[config.mk]
export PLATFORM = sky130hd
export DESIGN_NAME = egg_timer_ctrl
export DESIGN_NICKNAME = d
export VERILOG_FILES = /design/src/rtl/egg_timer_ctrl.sv
export SDC_FILE = /design/constraint.sdc
export NUM_CORES = 1
export LEC_CHECK = 0
export ABC_AREA = 1
export CAP_MARGIN = 15
export CELL_PAD_IN_SITES_DETAIL_PLACEMENT = 2
export CELL_PAD_IN_SITES_GLOBAL_PLACEMENT = 2
export CORE_MARGIN = 3
export CORE_UTILIZATION = 34
export DETAILED_ROUTE_END_ITERATION = 6
export HOLD_SLACK_MARGIN = 0.05
export PLACE_DENSITY_LB_ADDON = 0.1
export SLEW_MARGIN = 15
export SYNTH_ARGS = -nofsm -noshare
export SYNTH_HDL_FRONTEND = slang
export SYNTH_SLANG_ARGS = --single-unit
export TNS_END_PERCENT = 20
[constraint.sdc]
create_clock -name clk_i -period 2.1 [get_ports clk_i]
set_input_delay 0.525 -clock clk_i [delete_from_list [all_inputs] [get_ports clk_i]]
set_output_delay 0.525 -clock clk_i [all_outputs]
set_load 0.02 [all_outputs]
[src/rtl/egg_timer_ctrl.sv]
// Egg-timer countdown sequencer: preset entry, prescaled countdown, pause/resume,
// and a self-clearing alarm. All outputs are registered.
module egg_timer_ctrl #(
  parameter int SIZE        = 4,
  parameter int TICK_DIV    = 50000000,
  parameter int ALARM_TICKS = 30
) (
  input  logic            clk_i,
  input  logic            rst_i,
  input  logic            start_i,
  input  logic            stop_i,
  input  logic            inc_i,
  output logic [SIZE-1:0] count_o,
  output logic            alarm_o,
  output logic            running_o
);
  localparam int PW = $clog2(TICK_DIV);
  localparam int AW = $clog2(ALARM_TICKS + 1);

  typedef enum logic [1:0] {IDLE, RUN, PAUSE, ALARM} state_t;

  state_t          state_q;
  logic [SIZE-1:0] preset_q, cnt_q, count_q;
  logic [PW-1:0]   pre_q;
  logic [AW-1:0]   atick_q;
  logic            alarm_q, running_q;
  logic [SIZE-1:0] preset_d;
  logic            tick;

  assign preset_d  = (inc_i && preset_q != {SIZE{1'b1}}) ? preset_q + SIZE'(1) : preset_q;
  assign tick      = (pre_q == PW'(TICK_DIV - 1));
  assign count_o   = count_q;
  assign alarm_o   = alarm_q;
  assign running_o = running_q;

  always_ff @(posedge clk_i) begin
    if (!rst_i) begin
      state_q   <= IDLE;
      preset_q  <= '0;
      cnt_q     <= '0;
      pre_q     <= '0;
      atick_q   <= '0;
      count_q   <= '0;
      alarm_q   <= 1'b0;
      running_q <= 1'b0;
    end else begin
      case (state_q)
        IDLE: begin
          preset_q <= preset_d;
          count_q  <= preset_d;
          if (start_i && !stop_i && preset_q != '0) begin
            state_q   <= RUN;
            cnt_q     <= preset_d;
            pre_q     <= '0;
            running_q <= 1'b1;
          end
        end
        RUN, PAUSE: begin
          if (stop_i) begin
            running_q <= 1'b0;
            if (state_q == RUN) begin
              state_q <= PAUSE;
            end else begin
              state_q <= IDLE;
              count_q <= preset_q;
            end
          end else if (state_q == RUN || start_i) begin
            // The resume edge counts as a running cycle so pause adds exactly its length.
            state_q   <= RUN;
            running_q <= 1'b1;
            if (tick) begin
              pre_q   <= '0;
              cnt_q   <= cnt_q - SIZE'(1);
              count_q <= cnt_q - SIZE'(1);
              if (cnt_q == SIZE'(1)) begin
                state_q   <= ALARM;
                alarm_q   <= 1'b1;
                running_q <= 1'b0;
                atick_q   <= '0;
              end
            end else begin
              pre_q <= pre_q + PW'(1);
            end
          end
        end
        ALARM: begin
          if (start_i || stop_i || (tick && atick_q == AW'(ALARM_TICKS - 1))) begin
            state_q <= IDLE;
            alarm_q <= 1'b0;
            atick_q <= '0;
            pre_q   <= '0;
            count_q <= preset_q;
          end else if (tick) begin
            pre_q   <= '0;
            atick_q <= atick_q + AW'(1);
          end else begin
            pre_q <= pre_q + PW'(1);
          end
        end
        default: state_q <= IDLE;
      endcase
    end
  end
endmodule
# Word level (Yosys, flattened, before mapping)
# Index checks and enable logic that the tools add are counted.
[word_totals]
input_bits = 5
latch_bits = 0
memories = 0
romBits = 0
word_cells = 92
reg_bits = 47
ramBits = 0
output_inout_bits = 6
[classes]
shifts = 0
n_addsub = 4
n_lt_le_gt_ge = 0
n_mux = 43
div = 0
n_reduce_logical = 20
multipliers = 0
bitwise_logic = 0
eq_ne = 17
[op_table]
columns = ["cell", "n"]
rows = [
  ["$mux W26", 5],
  ["$pmux W26 S3", 1],
  ["$mux W4", 8],
  ["$mux W5", 6],
  ["$add A26 B1 Y26 const B", 1],
  ["$eq A26 B26 Y1 const B", 1],
  ["$mux W2", 7],
  ["$ne A2 B2 Y1 const B", 6],
  ["$ne A3 B3 Y1 const B", 4],
  ["$pmux W4 S3", 1],
  ["$reduce_and A6 Y1", 2],
  ["$mux W1", 10],
  ["$pmux W5 S2", 1],
  ["$reduce_and A3 Y1", 3],
  ["$pmux W4 S2", 1],
  ["$pmux W2 S3", 1],
  ["$add A5 B1 Y5 const B", 1],
  ["$eq A5 B5 Y1 const B", 1],
  ["$reduce_and A5 Y1", 1],
  ["$add A4 B1 Y4 const B", 1],
  ["$eq A2 B2 Y1 const B", 2],
  ["$eq A4 B1 Y1 const B", 1],
  ["$logic_and A1 B1 Y1", 4],
  ["$ne A4 B4 Y1 const B", 1],
  ["10 further kinds", 14],
]

# Logic depth before layout (Yosys ltp)
# Gate-level depths: netlist of the first run.
[logic_depth]
depth_word = 6
depth_mapped = 13
depth_no_buf = 13

# Worst setup path after synthesis of the first run
# No wires, ideal clock.
[synth_timing]
path_kind = "reg2reg"
from = "register state_q[0]"
to = "register atick_q[0]"
path_buffers = 1
setup_slack_ns = 0.343
setup_ns = 0.114
synth_period_minus_slack_ns = 1.757
t_arrival_ns = 1.643
stages_incl_launch_ff = 11
required_time_ns = 1.986
path_cell_list = "dfxtp_1 > inv_1 > ha_1 > buf_2 > nor2_1 > a211oi_1 > nand2_4 > clkinv_2 > nand2_1 > nand2_1 > nor2_1"
[synth_via]
elab_chain_len = 4
elab_cells_between_ends = 13
classes_between = "8 x eq/ne; 1 x mux; 4 x reduce/logical"
[synth_rtl]
columns = ["element", "line_no", "rtl"]
rows = [
  ["from (decl)", "22", "state_t state_q;"],
  ["from (signal assigned)", "38", "state_q <= IDLE;"],
  ["from (signal assigned)", "52", "state_q <= RUN;"],
  ["from (signal assigned)", "62", "state_q <= PAUSE;"],
  ["$eq A2 B1 Y1 or $eq A2 B2 Y1 (tied branches)", "47, 67", ""],
  ["$reduce_or A2 Y1 or $logic_or A1 B1 Y1 (tied branches)", "47, 67", ""],
  ["$ne A2 B2 Y1 (no line) or $reduce_bool A2 Y1 (tied branches)", "-", ""],
  ["$reduce_and A6 Y1 (no line)", "-", ""],
  ["to (signal assigned)", "95", "atick_q <= atick_q + AW'(1);"],
  ["to (decl)", "25", "logic [AW-1:0] atick_q;"],
]
# Several ways; a longest one is shown, not always the timed one.
# A chain may end at the register's enable or synchronous reset.

# Final worst setup path of the first run
[layout_timing]
from = "input port stop_i"
to = "register atick_q[2]"
[layout_via]
elab_chain_len = 4
elab_cells_between_ends = 7
classes_between = "2 x eq/ne; 2 x mux; 3 x reduce/logical"
[layout_rtl]
columns = ["element", "line_no", "rtl"]
rows = [
  ["from (decl)", "11", "input logic stop_i,"],
  ["$logic_or A1 B1 Y1 (2 in series)", "87", "if (start_i || stop_i || (tick && atick_q == AW'(ALARM_TICKS - 1))) begin"],
  ["$ne A3 B3 Y1 (no line) or $mux W5 (tied branches)", "-", ""],
  ["$reduce_and A6 Y1 (no line) or $pmux W5 S2 (tied branches)", "-", ""],
]
# Several ways; a longest one is shown, not always the timed one.

==> flow_results.org, run 1 <==
** Critical path
- The worst setup path is launched from a primary input.
- Largest stage delay on the critical path :: roughly 0.50 ns
- Dominant delay contributor by cell family on the critical path :: buffers and inverters
- In this run the critical register-to-register path is captured at atick_q[4].
- Register-to-Register Setup Slack :: 0.21 ns
- The most critical setup path has its startpoint at stop_i.
- Of all nets on the critical path, the largest fanout is 7.
- Worst-case reg-to-reg path depth :: 12
- The startpoint identified for the worst register-to-register timing path is pre_q[0].
- Worst setup path class :: primary input to flip-flop
- Critical path data arrival time :: between 2 and 2.5 ns
- Data on the critical path is required at its endpoint by between 2 and 2.5 ns.
- Buf/Inv on CP :: 3
- For this design, the slowest cell found on the critical path is clkdlybuf4s50_1.
- The critical path runs through a total of 8 cells.
- Setup crit end :: atick_q[2]
- CP Cell Sequence :: clkdlybuf4s50_1 > nor3_2 > o21ai_2 > buf_4 > nand2_4 > clkinv_2 > o21ai_0 > nor2_1
- STA classifies the critical path endpoint as a flip-flop.

** Clock network
- Clock tree synthesis found a total of 47 sinks.
- Number of levels in the clock H-tree :: 2
- The root buffer cell chosen for the clock tree is clkbuf_8.
- Clock tree synthesis inserted a total of 5 buffers.
- Maximum clock path buffer count :: 2
- TritonCTS built the clock tree.
- After clock tree synthesis, the repair step resized 0 gates.
- Clock-pin slew was measured on the worst setup and hold paths at around 0.090 ns.
- Hold-fix buffers, CTS :: 0
- Insertion delay of the later-clocked pin in the worst-skew pair :: just over 0.3 ns
- Post-CTS setup buffer count :: 0

** Synthesis
- Syn nets :: between 400 and 500
- The Yosys step of the flow raised 0 warnings.
- The synthesized design spends more area on one cell type than any other, namely dfxtp_1.
- For this run, asynchronously set or reset flops after synthesis account for 0%.
- Distinct cells, synth :: 34
- Sequential fraction of the synthesis area :: 31.56%
- Summed instance area of the synthesized netlist :: just under 3000 sq um
- Commonest cells post-synth :: 125 x nand2_1, 56 x inv_1, 54 x nor2_1
- The top cell type by area accounts for a little under a third of the synthesized area.
- Syn avg cell area :: 6.412 sq um
- In this run, synthesis inferred 0 flip-flops with an integrated enable.
- Main area contributors after synthesis :: dfxtp_1 32%, nand2_1 16%, inv_1 7.0%
- Synthesis inferred 47 register bits.
- Counting every instance in the synthesized netlist gives 465.
- The most used flip-flop cell after synthesis is dfxtp_1.
- The most common cell in the synthesized netlist is nand2_1.

** Timing
- Final critical path time including I/O delays and setup :: 1.941 ns
- Measured against its own limit, the worst slew margin works out to approximately 66%.
- Transition time at the pin with the least slew margin :: 0.5097 ns
- Setup slack on the critical path of the routed design comes to 0.1587 ns.
- The total count of hold-check failures in the final report is 0.
- For this run, the top clock speed supported by timing is about 0.52 GHz.
- Setup repair after global routing missed its margin :: no
- Post-route fraction of the period consumed by the critical path :: between 90% and 100%
- Number of max-slew violations in the final report :: 0
- Setup Skew :: ~0.010 ns
- Setup violations remaining at the end of the flow were counted as 0.

** Placement
- Placed instance count :: 599
- HPWL reported at the end of detailed placement :: 7.911 mm
- Placer Congestion :: 0.9078
- Area of placed instances :: 3391 sq um
- Before CTS, the worst setup slack after placement is -0.1547 ns.
- Total of buffers placed on input and output ports :: 10

** Power and ir drop
- Overall power :: 3.436 mW
- The analysis attributes to cell leakage a power of 1.442 nW.
- Dividing total power by cell area gives a power density of between 900 and 1000 nW/um^2.
- Net switching component of the power :: ~1.4 mW
- In this run, flip-flops and latches consume 31.5% of the power.
- Clock power share :: 21.2%
- Net switching is approximately two fifths of the power.
- Max IR drop VDD :: around 0.54 mV
- Combinational logic burns 47.3% of the power.
- Cell internal power was estimated by the tool at 2.004 mW.

** GRT
- Overall global routing resource usage :: a little under a quarter
- The initial antenna violation count was 0.
- Entering global routing, the biggest net connects 18 pins.
- Congestion Overflow GR :: 0
- The via count of the first global-routing pass came to 3,508.
- The first global-routing pass estimated approximately 18 mm of wire.

** Layout
- Of the cells placed in the final design, the portion with a size suffix greater than 1 is 13.55%.
- In the final design database the tool counted 517 nets.
- Total inserted antenna cells :: 0
- Finished Cell Area :: between 3000 and 4000 sq um
- FILL cells :: around 1,100
- Compared with the post-synthesis result, the final layout area differs by 18.97%.
- Number of non-filler instances in the completed layout :: 607

** Floorplan
- Die height :: 99.65 um
- Die span in x :: 99.65 um
- Number of core rows :: 33
- For this design the top-level I/O count stands at 11.
- Die area :: 9929 sq um
- For this configuration, the core starts out at a cell density of roughly 36%.
- Total core area :: 8382 sq um

** Hold path
- The path class of the tightest hold or removal check is flip-flop to flip-flop.

** Route
- For this block, the initial DRC count from the detailed router was 86.
- For this run, the detailed router's first-pass iteration total came to 4.
- Via density :: 5.227
- Dividing the detail-routed wire length by the instance count gives 17.44 um.
- Across all layers, the routed design uses roughly 3,200 vias.
- After detailed routing, the total wire length is 10.59 mm.
- Number of antenna-violating nets in the routed design :: 0
- Total DRC errors in the routed layout :: 0

** Flow run
- Max-cap violation count :: 0

** Run status
- The run finished with clean final reports.
[metal layers]
layer  wire length, um  global-route usage, %  vias to the layer above
met5                 0                      0                        -
met3               145                  3.015                       10
met1              4586                  26.67                     1576
met2              5706                  43.23                       24
li1                  -                      -                     1563
met4               150                  5.567                        0
[power by group through the flow]
stage	Clock (mW)	Sequential [mW]	Combinational, mW
detailed placement	0	1.10	1.51
floorplan	0	1.13	0.827
finish	0.728	1.08	1.63
CTS	0.753	1.09	1.56
global placement	0	1.10	1.45
global route	0.787	1.10	1.80
[sequential cells by signal (all words and copies together) (netlist names)]
register	count
count_o	4
alarm_o	1
state_q	2
running_o	1
preset_q	4
cnt_q	4
pre_q	26
atick_q	5
[worst register-to-register path: stages, from the launching register on]
cell,delay (ns)
dfxtp_1,0.37
ha_1,0.19
nand2_2,0.09
nor2_4,0.14
nand2_2,0.09
nor2_4,0.16
nand2_4,0.09
o21ai_2,0.13
buf_4,0.18
nand2_4,0.07
clkinv_2,0.09
nand3_1,0.08
a21oi_1,0.14
[through the flow]
| stage | TNS, ns | hold slack (ns) | utilization [%] |
|---|---|---|---|
| global placement | -0.8851 | 0.4750 | 40.45 |
| finish | 0 | 0.5030 | 42.32 |
| detailed placement | -3.383 | 0.4883 | 40.45 |
| floorplan | 0 | 0.4607 | - |
| CTS | 0 | 0.5062 | 41.86 |
| global route | 0 | 0.5430 | 42.32 |
[final cells by class]
type	instances	area (sq um)	share of cell area, %
multi-input combinational	350	1812	51.08
sequential	47	940.9	26.53
timing repair buffer	37	319.1	8.995
inverter	60	226.5	6.384
tap	105	131.4	3.704
clock buffer	6	82.58	2.328
clock inverter	2	35.03	0.9877
[cell families after synthesis]
logic type	share of synthesized area (%)
DFF	31.56
xor gates and xnor gates	3.525
and+or+nand+nor	39.24
adders and majority gates	4.616
AOI/OAI and AO/OA	12.21
buffers and inverters	8.854
[how the worst min path moves through the flow]
stage / endpoint / depth (start not counted) / start
floorplan: pre_q[0] / 2 / pre_q[0]
global placement: pre_q[1] / 2 / pre_q[1]
detailed placement: pre_q[0] / 2 / pre_q[0]
CTS: pre_q[0] / 2 / pre_q[0]
global route: pre_q[0] / 2 / pre_q[0]
finish: pre_q[0] / 2 / pre_q[0]
[layout by cell type, fill, tap and decap left out, types with 5 or more instances in the layout]
cell,instances
nand2_1,122
inv_1,56
nor2_1,52
dfxtp_1,47
a21oi_1,40
nand3_1,29
buf_4,25
o21ai_0,18
nor3_1,15
xor2_1,10
nand4_1,10
ha_1,10
clkdlybuf4s50_1,10
nand2_2,6
nor2_2,6
clkbuf_8,6
nand2_4,5
No activity file was read; power rests on OpenSTA's default activity.
==> inputs of run 2 (changes only) <==
--- a/config.mk
+++ b/config.mk
@@ -10,12 +10,13 @@
 export CELL_PAD_IN_SITES_DETAIL_PLACEMENT = 2
 export CELL_PAD_IN_SITES_GLOBAL_PLACEMENT = 2
 export CORE_MARGIN = 3
-export CORE_UTILIZATION = 34
+export CORE_UTILIZATION = 35
 export DETAILED_ROUTE_END_ITERATION = 6
+export DONT_BUFFER_PORTS = 1
 export HOLD_SLACK_MARGIN = 0.05
 export PLACE_DENSITY_LB_ADDON = 0.1
-export SLEW_MARGIN = 15
+export SLEW_MARGIN = 20
 export SYNTH_ARGS = -nofsm -noshare
 export SYNTH_HDL_FRONTEND = slang
 export SYNTH_SLANG_ARGS = --single-unit
-export TNS_END_PERCENT = 20
+export TNS_END_PERCENT = 5
==> run 2 against run 1 <==
Against the previous run: clock power down 13%; wire length shrank 8.5%; hold slack got worse by 0.17 ns; sequential power up 5%; critical endpoint is now pre_q[15].
==> flow_results.org, run 2 (synthesis gave the netlist of run 1 again) <==
** Run status
- Run status :: finished, final reports clean

** Power and ir drop
- Overall power :: 3.099 mW (-9.8%)
- The total power density per cell area was 918.1 nW/um^2 (-5.2%).
- The leakage power came to 1.337 nW (-7.3%).
- The largest voltage drop on the vdd net came to 0.4961 mV (-7.5%).

** Layout
- Register with the most flip-flops :: pre_q
- The area growth from synthesis to layout is 13.22%.
- FILL cells :: 1,030 (-3.0%)
- The top cell types in the final layout, fill and taps aside, are 121 x nand2_1, 55 x inv_1, 51 x nor2_1.
- Flip-flop count of the largest register, all copies and words added :: 26 (unchanged)
- The ratio of cells with drive above 1 in the final layout came to 12.94% (-0.60 points).
- The net total in the final layout is 494 (-4.4%).
- The non-filler instance count after layout was 584 (-3.8%).
- Leaving out fill and tap cells, the most frequent cell in the layout is nand2_1.
- The largest registers in the layout are pre_q: 26 flops, atick_q: 5 flops.
- Total inserted antenna cells :: 0 (unchanged)

** Clock network
- The total of hold buffers inserted after clock tree synthesis came to 0 (unchanged).
- The count of H-tree levels built during CTS is 2 (unchanged).
- The CTS sink count was 47 (unchanged).
- TritonCTS built the clock tree.
- Insertion delay of the later-clocked pin in the worst-skew pair :: 0.31 ns (about the same)
- Maximum clock path buffer count :: 2 (unchanged)
- Master cell of the clock root buffer :: clkbuf_8
- The clock-pin slew on the worst setup and hold paths is 0.10 ns (about the same).
- Clock buffer count from CTS :: 5 (unchanged)

** GRT
- The maximum number of pins on one net before global-route repair was 19 (+1).
- Overall global routing resource usage :: 21.23% (-1.5 points)
- Wire length of the first global-routing pass :: 16.95 mm (-5.9%)
- Number of antenna violations at the first check in global routing :: 0 (unchanged)
- The sum of overflow across all layers after global routing was 0 (unchanged).
- Vias in the first global route :: 3,400 (-3.1%)

** Timing
- Setup Skew :: 0.01118 ns (+0.001122 ns)
- The number of max-slew violations in the final report was 0 (unchanged).
- Transition time at the pin with the least slew margin :: 0.4161 ns (-0.09366 ns)
- The highest clock frequency the design can meet is 0.5240 GHz (+1.7%).
- Final critical path time including I/O delays and setup :: 1.908 ns (-0.03279 ns)
- The worst max-slew margin expressed relative to the limit is 72.09% (+6.1 points).
- Final setup violation count :: 0 (unchanged)
- The portion of the clock cycle consumed by the worst path in the final layout was 90.88% (-1.6 points).
- Count of endpoints failing hold in the final timing report :: 0 (unchanged)

** Placement
- The HPWL after detailed placement was 7.481 mm (-5.4%).
- Placer Congestion :: 0.8514 (-6.2%)
- Total of buffers placed on input and output ports :: 0 (-10)
- The placed instance count was 575 (-4.0%).

** Critical path
- Critical path data required time :: 2.31 ns (about the same)
- Worst setup path class :: flip-flop to flip-flop
- Dominant delay contributor by cell family on the critical path :: simple AND/OR/NAND/NOR gates
- CP Cell Sequence :: inv_1 > ha_4 > nand2_1 > nand2_1 > inv_1 > nand2_2 > buf_12 > nor2_2 > nand4_1 > nand2_1 > a21oi_1
- Buf/Inv on CP :: 3 (unchanged)
- On the critical path, the stage with the largest delay is an instance of dfxtp_2.
- STA classifies the critical path startpoint as a flip-flop.
- In this design, the critical path's most frequently occurring cell is nand2_1.
- The worst setup path is captured at a flip-flop.
- The maximum single-stage delay on the critical path is 0.34 ns (-0.16 ns).
- Critical path data arrival time :: 2.12 ns (-0.03 ns)
- The maximum fanout along the worst path came to 16 (+9).

** Floorplan
- Die area :: 9662 sq um (-2.7%)
- Die span in x :: 98.30 um (-1.4%)
- Total core area :: 8258 sq um (-1.5%)
- Number of core rows :: 33 (unchanged)
- Starting Density :: 36.11% (+0.53 points)
- The height of the chip was 98.30 um (-1.4%).
- Number of ports placed on the die boundary :: 11 (unchanged)

** Route
- Wire length per cell after detailed routing :: 16.59 um (-4.9%)
- The post-route antenna net violation count was 0 (unchanged).
- The number of design rule violations left after detail routing is 0 (unchanged).
- Detailed Route WL :: 9.689 mm (-8.5%)
- The number of DRC markers after the initial detailed-route iteration is 44 (-49%).
- Count of TritonRoute iterations in the first routing pass :: 4 (unchanged)
- Via count of the routed design :: 3,050 (-3.9%)
- Via density :: 5.223 (about the same)

** Hold path
- Worst Hold Class :: primary input to flip-flop

** Flow run
- The max-capacitance violation count was 0 (unchanged).
[run 2: cell count changes in the layout (fill, tap and decap cells not counted), moves of 2 or more]
cell	previous run	this run
buf_4	25	12
clkdlybuf4s50_1	10	0
dfxtp_1	47	43
dfxtp_2	0	4
nor2_4	4	6
[run 2: what timing repair did]
| item | 4_1_cts | 5_1_grt |
|---|---|---|
| setup buffers | 0 | 1 |
| gates resized for setup | 4 | 16 |
| pin swaps | 0 | 2 |
| cloned | 0 | 0 |
| setup endpoints to repair | 27 | 38 |
[run 2: cell type report]
cell class                 instances  area, sq um  area share [%]
inverter                          60        230.2           6.820
multi-input combinational        350         1838           54.45
clock buffer                       8        100.1           2.965
timing repair buffer              14        130.1           3.855
sequential                        47        945.9           28.02
tap                              105        131.4           3.892
[run 2: stage by stage]
step,hold WS (ns),utilization [%],setup TNS [ns],worst slack (ns),cell area [sq um]
final,0.3337,40.88,0,0.1915,3376
after global routing,0.3284,40.88,-0.03435,-0.02126,3376
after CTS,0.3328,39.94,0,0.008185,3298
after detailed placement,0.4888,38.58,-0.4734,-0.1051,3186
after global placement,0.4733,38.58,0,0.001218,3186
after floorplan,0.4607,-,0,0.3429,2982
[run 2: power breakdown]
group          total [mW]  internal (mW)  switching (mW)
clock               0.632          0.302           0.331
sequential           1.13           1.00           0.130
combinational        1.33          0.469           0.865
total                3.10           1.77            1.33
[run 2: worst register-to-register path, cell delays in order (launching register included)]
cell and delay (ns):
dfxtp_2 0.34, inv_1 0.15, ha_4 0.24, nand2_1 0.12, nand2_1 0.12, inv_1 0.08, nand2_2 0.12, buf_12 0.19
nor2_2 0.14, nand4_1 0.11, nand2_1 0.13, a21oi_1 0.07
[run 2: final timing paths]
kind | from | depth (start not counted) | slack [ns] | endpoint
max reg2reg | state_q[0] | 11 | 0.19 | pre_q[15]
min | rst_i | 2 | 0.33 | count_o[2]
min reg2reg | state_q[1] | 2 | 0.50 | state_q[1]
max | state_q[0] | 11 | 0.19 | pre_q[15]
[run 2: routing by layer]
| layer | share of wire, % | track usage [%] |
|---|---|---|
| met5 | 0 | 0 |
| met4 | 1.2 | 3.992 |
| met3 | 1.9 | 3.071 |
| met2 | 53 | 39.78 |
| met1 | 44 | 25.72 |
